[config.mk]
export PLATFORM = sky130hd
export DESIGN_NAME = button_toggle_bank
export DESIGN_NICKNAME = d
export VERILOG_FILES = /design/src/rtl/button_pkg.sv /design/src/rtl/button_channel.sv /design/src/rtl/button_toggle_bank.sv
export SDC_FILE = /design/constraint.sdc
export NUM_CORES = 1
export LEC_CHECK = 0
export ABC_AREA = 1
export ABC_CLOCK_PERIOD_IN_PS = 1900
export CAP_MARGIN = 20
export CORE_MARGIN = 1.5
export CORE_UTILIZATION = 25
export DETAILED_ROUTE_END_ITERATION = 16
export PLACE_DENSITY = 0.43
export SLEW_MARGIN = 20
export SYNTH_ARGS = -nofsm -noshare
export SYNTH_HDL_FRONTEND = slang
export SYNTH_SLANG_ARGS = --single-unit
[constraint.sdc]
create_clock -name clk -period 1.9 [get_ports clk]
set_input_delay 0.38 -clock clk [delete_from_list [all_inputs] [get_ports clk]]
set_output_delay 0.38 -clock clk [all_outputs]
set_load 0.02 [all_outputs]
[src/rtl/button_pkg.sv]
// Shared definitions for the pushbutton/LED bank.
// Covers the LED mode encodings and the counter width helper.
package button_pkg;

  typedef logic [1:0] mode_t;

  localparam mode_t MODE_TOGGLE                  = 2'd0;
  localparam mode_t MODE_MOMENTARY               = 2'd1;
  localparam mode_t MODE_LONG_TOGGLE             = 2'd2;
  localparam mode_t MODE_SHORT_TOGGLE_LONG_CLEAR = 2'd3;

  // Bits needed for a counter that must be able to hold the value max_val.
  function automatic int cnt_width(input int max_val);
    return (max_val < 1) ? 1 : $clog2(max_val + 1);
  endfunction

endpackage

[src/rtl/button_channel.sv]
// One pushbutton channel: debounce filter, hold timer, press/long-press pulses
// and LED drive in the selected mode.
module button_channel
  import button_pkg::*;
#(
  parameter int DEBOUNCE_CYCLES   = 4,
  parameter int LONG_PRESS_CYCLES = 16
) (
  input  logic  clk,
  input  logic  reset,
  input  logic  button,
  input  mode_t mode,
  output logic  led,
  output logic  press_pulse,
  output logic  long_press
);

  localparam int DW = cnt_width(DEBOUNCE_CYCLES);
  localparam int HW = cnt_width(LONG_PRESS_CYCLES);

  localparam logic [DW-1:0] DB_LAST = DW'(DEBOUNCE_CYCLES - 1);
  localparam logic [HW-1:0] LP_MAX  = HW'(LONG_PRESS_CYCLES);
  localparam logic [HW-1:0] LP_LAST = HW'(LONG_PRESS_CYCLES - 1);

  logic          db;
  logic          db_next;
  logic [DW-1:0] dcnt;
  logic [DW-1:0] dcnt_next;
  logic [HW-1:0] hcnt;
  logic          press_evt;
  logic          release_evt;
  logic          long_evt;
  logic          short_release;
  logic          led_next;

  // The debounced level flips on the DEBOUNCE_CYCLES-th consecutive differing sample.
  always_comb begin
    db_next   = db;
    dcnt_next = '0;
    if (button != db) begin
      if (dcnt == DB_LAST) begin
        db_next = button;
      end else begin
        dcnt_next = dcnt + 1'b1;
      end
    end
  end

  assign press_evt     = !db && db_next;
  assign release_evt   = db && !db_next;
  // hcnt saturates at LP_MAX, so this can only fire once per hold.
  assign long_evt      = db && db_next && (hcnt == LP_LAST);
  assign short_release = release_evt && (hcnt != LP_MAX);

  always_comb begin
    led_next = led;
    unique case (mode)
      MODE_TOGGLE: begin
        if (press_evt) led_next = !led;
      end
      MODE_MOMENTARY: begin
        led_next = db_next;
      end
      MODE_LONG_TOGGLE: begin
        if (long_evt) led_next = !led;
      end
      MODE_SHORT_TOGGLE_LONG_CLEAR: begin
        if (long_evt) begin
          led_next = 1'b0;
        end else if (short_release) begin
          led_next = !led;
        end
      end
      default: led_next = led;
    endcase
  end

  always_ff @(posedge clk or posedge reset) begin
    if (reset) begin
      db          <= 1'b0;
      dcnt        <= '0;
      hcnt        <= '0;
      led         <= 1'b0;
      press_pulse <= 1'b0;
      long_press  <= 1'b0;
    end else begin
      db          <= db_next;
      dcnt        <= dcnt_next;
      led         <= led_next;
      press_pulse <= press_evt;
      long_press  <= long_evt;
      if (press_evt) begin
        hcnt <= '0;
      end else if (db && db_next && (hcnt != LP_MAX)) begin
        hcnt <= hcnt + 1'b1;
      end
    end
  end

endmodule

[src/rtl/button_toggle_bank.sv]
// Bank of independent debounced pushbutton channels sharing clock, reset and
// the global LED mode.
module button_toggle_bank
  import button_pkg::*;
#(
  parameter int NUM_CH            = 4,
  parameter int DEBOUNCE_CYCLES   = 4,
  parameter int LONG_PRESS_CYCLES = 16
) (
  input  logic              clk,
  input  logic              reset,
  input  logic [NUM_CH-1:0] button,
  input  mode_t             mode,
  output logic [NUM_CH-1:0] led,
  output logic [NUM_CH-1:0] press_pulse,
  output logic [NUM_CH-1:0] long_press
);

  for (genvar i = 0; i < NUM_CH; i++) begin : g_ch
    button_channel #(
      .DEBOUNCE_CYCLES  (DEBOUNCE_CYCLES),
      .LONG_PRESS_CYCLES(LONG_PRESS_CYCLES)
    ) u_ch (
      .clk        (clk),
      .reset      (reset),
      .button     (button[i]),
      .mode       (mode),
      .led        (led[i]),
      .press_pulse(press_pulse[i]),
      .long_press (long_press[i])
    );
  end

endmodule

==> metrics.txt, run 1 <==
total iterations of the first detailed-routing run 4; row count 37; IO Pins 20; largest family of logic cells by synthesized area simple AND/OR/NAND/NOR gates; Compound-Gate Fraction of Synth Area under 10%; total clock sinks 48; RSZ-0062 raised after global routing no; crit-path max FO 3; initial drt markers between 50 and 60; WP data arrival 1350 ps; WS Path Type register to primary output; Syn Inst Count 314; GPL Wtd Cong 0.737; max_cap viols 0; final max-slew violation count 0; initial antenna violation count 0; Vias/cell 4.13; TritonCTS Buffers 5; simple-gate area share of the yosys netlist 28.1%; CTS Hold Bufs 0; GRT Residual Overflow 0; Slew headroom 78.1%; flops & latches, synth 48; vias in the first global route 1,902; clk buf depth 2; Reg2Reg Depth 12; total power about 4.0 mW; post-DR wirelength/cell between 10 and 15 um; Place WS 135 ps; WHS roughly 430 ps; CP max stage cell clkdlybuf4s50_1; Critical Path Max Stage Delay 640 ps; Tightest Hold Check Type primary input to async pin; worst path cell trace clkdlybuf4s50_1; dpl cells about 460; clk_lat worst skew 300 ps; CP Launch Type register; fmax 579 MHz; H-tree Lvls 2; FF-to-FF Start g_ch[2].u_ch.hcnt[0]$_DFFE_PP0P_; WL final 5040 um; largest net degree at the start of global routing 49; WP buf/inv 1; crit share post-route 90.9%; Reg clk slew, reported paths approximately 90 ps; Syn Area/Cell around 8.4 um2; Non-Filler Instances roughly 460; total track usage ~9.7%; CTS resizes 0; CP required 1520 ps; final setup TNS 0 ps; skew final 5.16 ps; CP Capture Type primary output; CTS tree built; Final min period 1730 ps; Ys Warns 0; pwr dens about 1300 mW/mm2; Post-Synth Adder-Cell Area 7.57%; final hold vios 0; VDD IR-drop max 0.337 mV; CP top delay family buffers and inverters; root buf cell clkbuf_8; Chip Width 106 um; Nets roughly 350; first-pass GRT wire length roughly 8600 um; Unique masters post-synth 29; synthesized cell area 0.00265 mm2; final worst slack 172 ps; die height 106 um; fillcell total 1,112; xor/xnor share of the synthesized area 2.32%; ant diodes 0; Final ANT Viol Nets 0; die area 0.0112 mm2; port buffer count 19; Leakage 1.49 nW; status complete, no violations; synthesized net count roughly 340; worst-margin pin slew 327 ps; setup violators final 0; FF-to-FF End g_ch[2].u_ch.led$_DFFE_PP0P_; layout cell share with drive strength beyond 1 12.2%; initial core utilization roughly a quarter; Seq/Total Area, Yosys 45.4%; Area Overhead vs Synth 13.7%; post-CTS setup buffer count 0; multiplexer share of the synthesized area 0%; detailed placement HPWL around 3700 um; Core ar. 0.0103 mm2; Reg2Reg Setup Slack ~280 ps; DRC 0; vias 1,914
==> worst max path at each step <==
stage	startpoint	depth (start not counted)	slack (ps)	to
floorplan	reset	1	380	g_ch[0].u_ch.db$_DFF_PP0_
global placement	mode[0]	7	160	g_ch[3].u_ch.led$_DFFE_PP0P_
detailed placement	mode[0]	7	140	g_ch[3].u_ch.led$_DFFE_PP0P_
CTS	g_ch[1].u_ch.led$_DFFE_PP0P_	1	160	led[1]
global route	g_ch[2].u_ch.hcnt[0]$_DFFE_PP0P_	13	120	g_ch[2].u_ch.led$_DFFE_PP0P_
finish	g_ch[1].u_ch.led$_DFFE_PP0P_	1	170	led[1]
==> logic make-up (layout without fill, tap and decap cells) <==
logic type                 count (synthesis)  in the layout
AOI/OAI and AO/OA                         26             26
xor gates and xnor gates                   7              7
adders and majority gates                 16             16
buffers and inverters                     64             78
DFF                                       48             48
and+or+nand+nor                          153            153
==> synth_stat cells, drive strengths merged <==
cell type,number,share of area [%]
nor3,11,2.3
ha,16,7.6
dfrtp,48,45
o22ai,6,1.4
clkinv,1,0.14
xnor2,5,1.7
xor2,2,0.66
nand3,35,7.8
nand2,75,12
nand4,2,0.47
nor3b,1,0.28
buf,14,3.9
o211ai,1,0.28
inv,49,7.0
nor2,29,5.6
o21ai,16,3.0
a21oi,3,0.85
==> worst reg2reg max path: stages (launching register included) <==
cell,delay [ps]
dfrtp_1,440
ha_1,210
inv_1,90
nor3_1,60
ha_1,190
nand2_1,70
clkinv_1,90
nand2_2,80
inv_2,40
nor2_2,90
nand2_2,60
nand3_1,60
nand2_1,50
==> cell type report <==
class	instances	area (um2)	area share, %
sequential	48	1200	39.9
multi-input combinational	202	1150	38.4
timing repair buffer	21	218	7.24
inverter	50	188	6.24
tap	136	170	5.66
clock buffer	6	72.6	2.41
clock inverter	1	5.00	0.166
==> layer usage <==
layer	vias up	global-route usage (%)	wire, um
li1	1011	-	-
met2	19	16.7	2330
met5	-	0	0
met3	6	2.47	139
met1	878	12.0	2520
met4	0	2.61	53
==> cell usage in the layout, fill, tap and decap left out, types with 3 or more instances in the layout <==
master | netlist | final
nor2_1 | 23 | 23
nand2_2 | 9 | 9
inv_2 | 9 | 10
ha_1 | 16 | 16
o21ai_1 | 10 | 10
o22ai_1 | 6 | 6
dfrtp_1 | 48 | 48
clkbuf_8 | 0 | 5
nand2_1 | 65 | 65
nand3_1 | 32 | 32
nor2_2 | 3 | 3
clkdlybuf4s50_1 | 0 | 19
inv_1 | 40 | 39
o21ai_0 | 6 | 6
nor3_1 | 10 | 10
xnor2_1 | 5 | 5
==> flip-flops by register name, indices dropped and copies added (netlist names) <==
| name | cells |
|---|---|
| g_ch.u_ch.dcnt | 12 |
| g_ch.u_ch.led | 4 |
| g_ch.u_ch.db | 4 |
| g_ch.u_ch.press_pulse | 4 |
| g_ch.u_ch.hcnt | 20 |
| g_ch.u_ch.long_press | 4 |
==> stage by stage <==
stage	instance area (um2)	util, %
floorplan	2650	-
global placement	2930	28.5
detailed placement	2930	28.5
CTS	3010	29.3
global route	3010	29.3
finish	3010	29.3
==> power breakdown <==
group | internal, mW | total (mW) | switching (mW)
combinational | 0.696 | 1.69 | 0.990
sequential | 1.39 | 1.71 | 0.322
clock | 0.251 | 0.592 | 0.341
(Power assumes the default switching activity.)
==> run 2: changes to the inputs <==
Settings changed: CAP_MARGIN 20 to default.
==> results of run 2 <==
No change in the layout: final DEF, timing and power equal those of run 1.
==> run 3: changes to the inputs <==
Settings changed: GPL_ROUTABILITY_DRIVEN from default to 0.
==> results of run 3 <==
No change in the layout: final DEF, timing and power equal those of run 1.
